File: src/rtl/pico_mul_pkg.sv
// ============================================================================
// Module  : pico_mul_pkg
// Brief   : Shared widths, iteration count, N2 limits and FSM encoding for the
//           PicoMul sequential approximate multiplier.
// Revision: 1.0 - initial release
// ============================================================================
`default_nettype none

package pico_mul_pkg;

    localparam int OPW    = 4;
    localparam int PRODW  = 8;
    localparam int ITERS  = 4;
    localparam int N2_MIN = 0;
    localparam int N2_MAX = 4;

    typedef enum logic [1:0] {
        IDLE = 2'd0,
        BUSY = 2'd1,
        DONE = 2'd2
    } state_t;

endpackage

`default_nettype wire

File: src/rtl/x4_approx_add.sv
// ============================================================================
// Module  : x4_approx_add
// Brief   : 4-bit lower-part-OR approximate adder. The N2 LSBs are OR-ed; the
//           AND of the top approximate bit pair carries into the exact part.
// Revision: 1.0 - initial release
// ============================================================================
`default_nettype none

module x4_approx_add #(
    parameter int N2 = 0
) (
    input  logic [3:0] a,
    input  logic [3:0] b,
    input  logic       cin_4bit,
    output logic [3:0] sum,
    output logic       cout_4bit
);

    // Carry-in only reaches the exact path; approximate modes drop it.
    logic w_unused_cin;
    assign w_unused_cin = cin_4bit;

    generate
        if (N2 == 0) begin : g_exact
            assign {cout_4bit, sum} = {1'b0, a} + {1'b0, b} + {4'b0000, cin_4bit};
        end else if (N2 >= 4) begin : g_all_approx
            assign sum       = a | b;
            assign cout_4bit = a[3] & b[3];
        end else begin : g_split
            logic w_carry;
            assign w_carry          = a[N2-1] & b[N2-1];
            assign sum[N2-1:0]      = a[N2-1:0] | b[N2-1:0];
            assign {cout_4bit, sum[3:N2]} = {1'b0, a[3:N2]} + {1'b0, b[3:N2]}
                                          + {{(4-N2){1'b0}}, w_carry};
        end
    endgenerate

endmodule

`default_nettype wire

File: src/rtl/seq_approx_mul4.sv
// ============================================================================
// Module  : seq_approx_mul4
// Brief   : Sequential 4x4 shift-and-add multiplier, one add per cycle through
//           x4_approx_add, valid/ready handshake on both sides.
// Revision: 1.0 - initial release
// ============================================================================
`default_nettype none

module seq_approx_mul4
    import pico_mul_pkg::*;
#(
    parameter int N2 = 0
) (
    input  logic             clk,
    input  logic             rst,
    input  logic             in_valid,
    output logic             in_ready,
    input  logic [OPW-1:0]   a,
    input  logic [OPW-1:0]   b,
    output logic             out_valid,
    input  logic             out_ready,
    output logic [PRODW-1:0] product
);

    generate
        if ((N2 < N2_MIN) || (N2 > N2_MAX)) begin : g_n2_range
            $error("seq_approx_mul4: N2 out of range");
        end
    endgenerate

    state_t           state_q, state_d;
    logic [OPW-1:0]   mcand_q, mcand_d;
    logic [OPW-1:0]   acc_hi_q, acc_hi_d;
    logic [OPW-1:0]   acc_lo_q, acc_lo_d;
    logic [1:0]       cnt_q, cnt_d;

    logic [OPW-1:0]   w_addend;
    logic [OPW-1:0]   w_sum;
    logic             w_cout;

    assign w_addend = acc_lo_q[0] ? mcand_q : '0;

    x4_approx_add #(
        .N2 (N2)
    ) u_add (
        .a         (acc_hi_q),
        .b         (w_addend),
        .cin_4bit  (1'b0),
        .sum       (w_sum),
        .cout_4bit (w_cout)
    );

    always_ff @(posedge clk) begin
        if (rst) begin
            state_q  <= IDLE;
            mcand_q  <= '0;
            acc_hi_q <= '0;
            acc_lo_q <= '0;
            cnt_q    <= '0;
        end else begin
            state_q  <= state_d;
            mcand_q  <= mcand_d;
            acc_hi_q <= acc_hi_d;
            acc_lo_q <= acc_lo_d;
            cnt_q    <= cnt_d;
        end
    end

    always_comb begin
        state_d  = state_q;
        mcand_d  = mcand_q;
        acc_hi_d = acc_hi_q;
        acc_lo_d = acc_lo_q;
        cnt_d    = cnt_q;
        case (state_q)
            IDLE: begin
                if (in_valid) begin
                    mcand_d  = a;
                    acc_hi_d = '0;
                    acc_lo_d = b;
                    cnt_d    = '0;
                    state_d  = BUSY;
                end
            end
            BUSY: begin
                // Right shift of the 9-bit {cout, sum, acc_lo}.
                {acc_hi_d, acc_lo_d} = {w_cout, w_sum, acc_lo_q[OPW-1:1]};
                cnt_d = cnt_q + 2'd1;
                if (cnt_q == 2'(ITERS - 1)) begin
                    state_d = DONE;
                end
            end
            DONE: begin
                if (out_ready) begin
                    state_d = IDLE;
                end
            end
            default: begin
                state_d = IDLE;
            end
        endcase
    end

    assign in_ready  = (state_q == IDLE);
    assign out_valid = (state_q == DONE);
    assign product   = {acc_hi_q, acc_lo_q};

endmodule

`default_nettype wire
File: config.mk
export PLATFORM = sky130hd
export DESIGN_NAME = seq_approx_mul4
export DESIGN_NICKNAME = d
export VERILOG_FILES = /design/src/rtl/pico_mul_pkg.sv /design/src/rtl/x4_approx_add.sv /design/src/rtl/seq_approx_mul4.sv
export SDC_FILE = /design/constraint.sdc
export NUM_CORES = 1
export LEC_CHECK = 0
export BUFFER_PORTS_ARGS = -buffer_cell sky130_fd_sc_hd__buf_2
export CAP_MARGIN = 20
export CORE_ASPECT_RATIO = 1.4
export CORE_UTILIZATION = 45
export DETAILED_ROUTE_END_ITERATION = 6
export PLACE_DENSITY = 0.73
export SLEW_MARGIN = 20
export SYNTH_ARGS = -nofsm -noshare
export SYNTH_HDL_FRONTEND = slang
export SYNTH_SLANG_ARGS = --single-unit
File: constraint.sdc
create_clock -name clk -period 1.59 [get_ports clk]
set_input_delay 0.0795 -clock clk [delete_from_list [all_inputs] [get_ports clk]]
set_output_delay 0.0795 -clock clk [all_outputs]
set_load 0.02 [all_outputs]
=== Word-level counts from Yosys, hierarchy flattened ===
Index checks and enable logic that the tools add are counted.

* Reductions and logical operators: 5
* Multiplexer cells: 11
* Equality and inequality tests: 6
* Add/subtract/negate cells: 2

{| class="wikitable"
|+ Operators by type and width
! kind !! count
|-
| one-hot mux 4 bit (2 select lines) || 2
|-
| two-way mux 4 bit || 3
|-
| two-way mux 2 bit || 4
|-
| one-hot mux 2 bit (3 select lines) || 1
|-
| adder 4 x 4 -> 5 bit || 1
|-
| equality test 2 bit (second input constant) || 2
|-
| != test 2 bit (second input constant) || 2
|-
| one-hot mux 2 bit (2 select lines) || 1
|-
| AND reduction 2 bit || 2
|-
| AND reduction 3 bit || 1
|-
| adder 2 x 1 -> 2 bit (second input constant) || 1
|-
| equality test 2 x 1 -> 1 bit (second input constant) || 1
|-
| zero test 2 bit || 1
|-
| != test 2 x 1 -> 1 bit (second input constant) || 1
|-
| nonzero test 2 bit || 1
|}

* Bits in registers: 16
* Output and inout port bits: 10
* Logic and storage cells: 29
* Input port bits: 12

=== Longest topological paths before layout ===
* Depth after elaboration: 3
* Mapped depth: 7
* Gate-level depth less buffers: 7

=== By module ===
A second synthesis with hierarchy kept.

* Cells, all modules: 86
* Area total of the unflattened synthesis: 834.6 um^2

{| class="wikitable"
|+ By module, submodules not included
! module !! cells each !! area an instance (um^2) !! instances !! seq. area each (um^2)
|-
| seq_approx_mul4 || 70 || 690.7 || 1 || 320.3
|-
| x4_approx_add || 16 || 143.9 || 1 || 0.0
|}

=== Worst setup path after synthesis ===
No wires, ideal clock.

* Kind: reg-to-reg
* Start: reg acc_lo_q[0]
* End: reg acc_hi_q[1]
* Buffers on the path: 0
* Arrival time: 1.513 ns
* Clock period less this slack: 1.642 ns
* Setup slack: -0.052 ns
* Cell stages (with the launch flop): 8
* Data required time: 1.461 ns
* Setup time: 0.129 ns
* Cells stage by stage: dfxtp_1 > and2_1 > ha_1 > inv_1 > fa_1 > xnor2_1 > a22oi_1 > nor2_1

* Cells in the longest elaborated chain, start to end: 3

{| class="wikitable"
|+ RTL lines
! what !! RTL line !! text
|-
| start, declared || seq_approx_mul4.sv:34 || <nowiki>logic [OPW-1:0] acc_lo_q, acc_lo_d;</nowiki>
|-
| start signal, assigned || seq_approx_mul4.sv:64 || <nowiki>acc_lo_q <= acc_lo_d;</nowiki>
|-
| two-way mux 4 bit || seq_approx_mul4.sv:41 || <nowiki>assign w_addend = acc_lo_q[0] ? mcand_q : '0;</nowiki>
|-
| adder 4 x 4 -> 5 bit || x4_approx_add.sv:25 || <nowiki>assign {cout_4bit, sum} = {1'b0, a} + {1'b0, b} + {4'b0000, cin_4bit};</nowiki>
|-
| one-hot mux 4 bit (2 select lines) || seq_approx_mul4.sv:75 || <nowiki>case (state_q)</nowiki>
|-
| end signal, assigned || seq_approx_mul4.sv:63 || <nowiki>acc_hi_q <= acc_hi_d;</nowiki>
|-
| end, declared || seq_approx_mul4.sv:33 || <nowiki>logic [OPW-1:0] acc_hi_q, acc_hi_d;</nowiki>
|}

Every way passes these cells.
A chain may end at the register's enable or synchronous reset.

=== Final worst setup path ===
Ends and elaborated chain as after synthesis.

==> impl_summary.md <==
Clock network
TritonCTS created 3 clock buffers. The clock reaches the later pin of the worst-skew pair after 0.28 ns. After clock tree synthesis, the clock-pin slew on the worst setup and hold paths is 0.09 ns.

The H-tree depth is 1. The largest buffer count on any clock path is 2. TritonCTS built the clock tree.

CTS saw 16 sinks. The number of hold buffers added after CTS is 0. The root buffer selected by CTS is clkbuf_4.

Finish
The post-synthesis to final-layout area growth is 19.7%. The total of fill cells in the finished design is 177. In the final layout, the share of cells above drive strength 1 is 0.299. The number of antenna repair diodes is 0.

The net count of the finished layout is 137. At the end of the flow the core is filled with cells to 0.571. The library cell used most frequently in the layout, excluding fill and tap cells, is buf_2.

In the layout the commonest cells are buf_2 (21), nand2_1 (15), dfxtp_1 (15).

Synthesis
The number of nets produced by synthesis is 116. During synthesis, Yosys emitted a total of 0 warnings. After synthesis the netlist holds a flip-flop and latch count of 16. The cell count after synthesis came out at 98.

The mapped netlist covers 827 um^2. Synthesis instantiated 31 different standard cells from the library. The sequential element share of the synthesized area is 0.387.

The mean post-synth cell area is 8.44 um^2.

Setup path
The critical path endpoint category is a register. The arrival time reported for the critical path endpoint is 1.74 ns. The startpoint class of the critical path is a register.

The critical path required time is 1.76 ns. The category of the critical setup timing path is register to register. The peak fanout along the critical path is 4.

Pwr
The total power of the final layout is 0.000782 W. The power density relative to cell area is 790 nW/um^2. The largest voltage drop on the vdd net is 636 uV. The leakage power is 0.438 nW.

Placement
The number of buffers inserted by port buffering is 21. Detailed placement ended at an HPWL of 1.37 mm. At the end of routability-driven placement, the weighted congestion stood at 0.750.

Detailed routing
The number of design rule violations left after detail routing is 0. In the final routed layout, each cell accounts on average for 13.6 um. For this run, the detailed router's first-pass iteration total came to 4. The final wirelength is 1.86 mm.

Detailed routing inserted a total of 749 vias. The residual antenna-violating net count after detailed routing is 0. The DRC violation total after the first TritonRoute iteration is 13. The via-per-instance ratio is 5.47.

Floorplan
The initialized floorplan defines 18 standard-cell rows. The initial utilization of the core area, before any placement, comes to 0.477. The overall die width is 38.2 um. The vertical extent of the die is 52.7 um. In this run the count of I/O pins placed on the die edge is 22. The total die area is 2020 um^2. The floorplan core area is 1730 um^2.

Outcome
The flow ran to the end, and the final reports show no timing, DRC or antenna violations.

STA
Setup repair after global routing could not meet its margin everywhere. The count of final max-slew check failures is 0. The highest clock frequency the design can meet is 635 MHz. Across all hold checks on the routed design, the worst slack comes to 0.0471 ns. The worst path in the final design needs a cycle of 1.57 ns, including I/O delays and setup. The total count of hold-check failures in the final report came to 0. The clock skew is 0.00110 ns. The relative slew slack is 0.715. Of the available clock period, the critical path in the final layout requires 0.990.

The count of final setup violators is 0. The transition time at the pin with the least slew margin is 0.427 ns.

Global routing
For this run, the total global-route usage over all layers was measured as 0.194. After global routing the overflow that remains totals 0. The via count of the first global-routing pass came to 689. The pin count of the biggest net entering global routing is 19.

The initial antenna violation count came to 0. The first global-routing pass estimated 2.75 mm of wire.

Run
Across the run, the number of max-cap violations was 0.

Hold path
The min-delay analysis places its worst path in the category input pin to register.
==> final cells by class <==
class,count,area [um^2],share of cell area
tap,20,25.0,0.0253
inverter,4,15.0,0.0152
clock buffer,3,22.5,0.0228
multi-input combinational,72,493,0.498
timing repair buffer,22,113,0.114
sequential,16,322,0.325
==> metal layers <==
metal  share of wire  global-route usage
met4               0              0.0536
met5               0                   0
met1            0.39               0.199
met2            0.58               0.373
met3           0.029              0.0383
==> synthesized netlist by cell type, drive strengths merged <==
master | instances | area share
buf | 5 | 0.039
o21bai | 1 | 0.0091
a21oi | 8 | 0.048
inv | 4 | 0.018
nor2 | 9 | 0.044
or2 | 1 | 0.0076
nor2b | 3 | 0.023
and2 | 3 | 0.023
a22oi | 2 | 0.018
o221ai | 1 | 0.011
nand2b | 2 | 0.015
nand3 | 8 | 0.048
fa | 1 | 0.024
o21ba | 1 | 0.012
xnor2 | 1 | 0.011
mux2i | 1 | 0.012
a2111o | 1 | 0.014
dfxtp | 16 | 0.39
or3b | 1 | 0.011
clkbuf | 1 | 0.0045
nand2 | 15 | 0.068
ha | 5 | 0.076
nand3b | 1 | 0.0091
o21a | 1 | 0.0091
and2b | 1 | 0.0091
nand4 | 1 | 0.0076
a311oi | 4 | 0.042
==> stage by stage <==
step                setup WS, ns  TNS (ns)  std cells  cell area [um^2]
floorplan                 0.0478         0         98               828
global placement          0.0933         0        133               922
detailed placement        0.0105         0        133               922
CTS                       0.0223         0        136               947
global route             -0.0572   -0.0980        137               990
finish                    0.0157         0        137               990
==> sequential cells by signal, summed over array words and instances, names as in the netlist <==
name,cells
cnt_q,2
acc_lo_q,4
mcand_q,4
acc_hi_q,4
state_q,2
==> cells by family (layout without fill, tap and decap cells) <==
kind of cell             after synthesis  count (layout)  share of synthesized area
flip-flops                            16              16                      0.387
multiplexers                           1               1                     0.0121
adder cells (fa/ha/maj)                6               6                     0.0998
buffers and inverters                 10              29                     0.0620
AO/OA/AOI/OAI                         19              19                      0.163
AND/OR/NAND/NOR                       45              45                      0.265
XOR/XNOR                               1               1                     0.0106
==> what timing repair did <==
action                     in CTS  in global routing
pin swaps                       0                  5
setup endpoints to repair       1                  3
buffers inserted                0                  1
resized for setup               1                  7
==> critical path, cell delays in order (launching register included) <==
cell	delay (ns)
dfxtp_2	0.36
and2_4	0.15
ha_4	0.13
inv_2	0.04
fa_2	0.41
xnor2_2	0.15
a22oi_1	0.16
nor2_1	0.06
==> power by group <==
group          leakage (nW)  switching, W  internal (W)
combinational         0.293     0.0000808     0.0000523
sequential            0.131     0.0000168      0.000423
clock                0.0138      0.000122     0.0000878
==> final timing paths <==
path	from	to	slack [ns]	cells after the start
max	acc_lo_q[0]	acc_hi_q[1]	0.02	7
min	a[0]	mcand_q[0]	0.05	3
max reg2reg	acc_lo_q[0]	acc_hi_q[1]	0.02	7
min reg2reg	mcand_q[1]	mcand_q[1]	0.47	2
(Power assumes the default switching activity.)
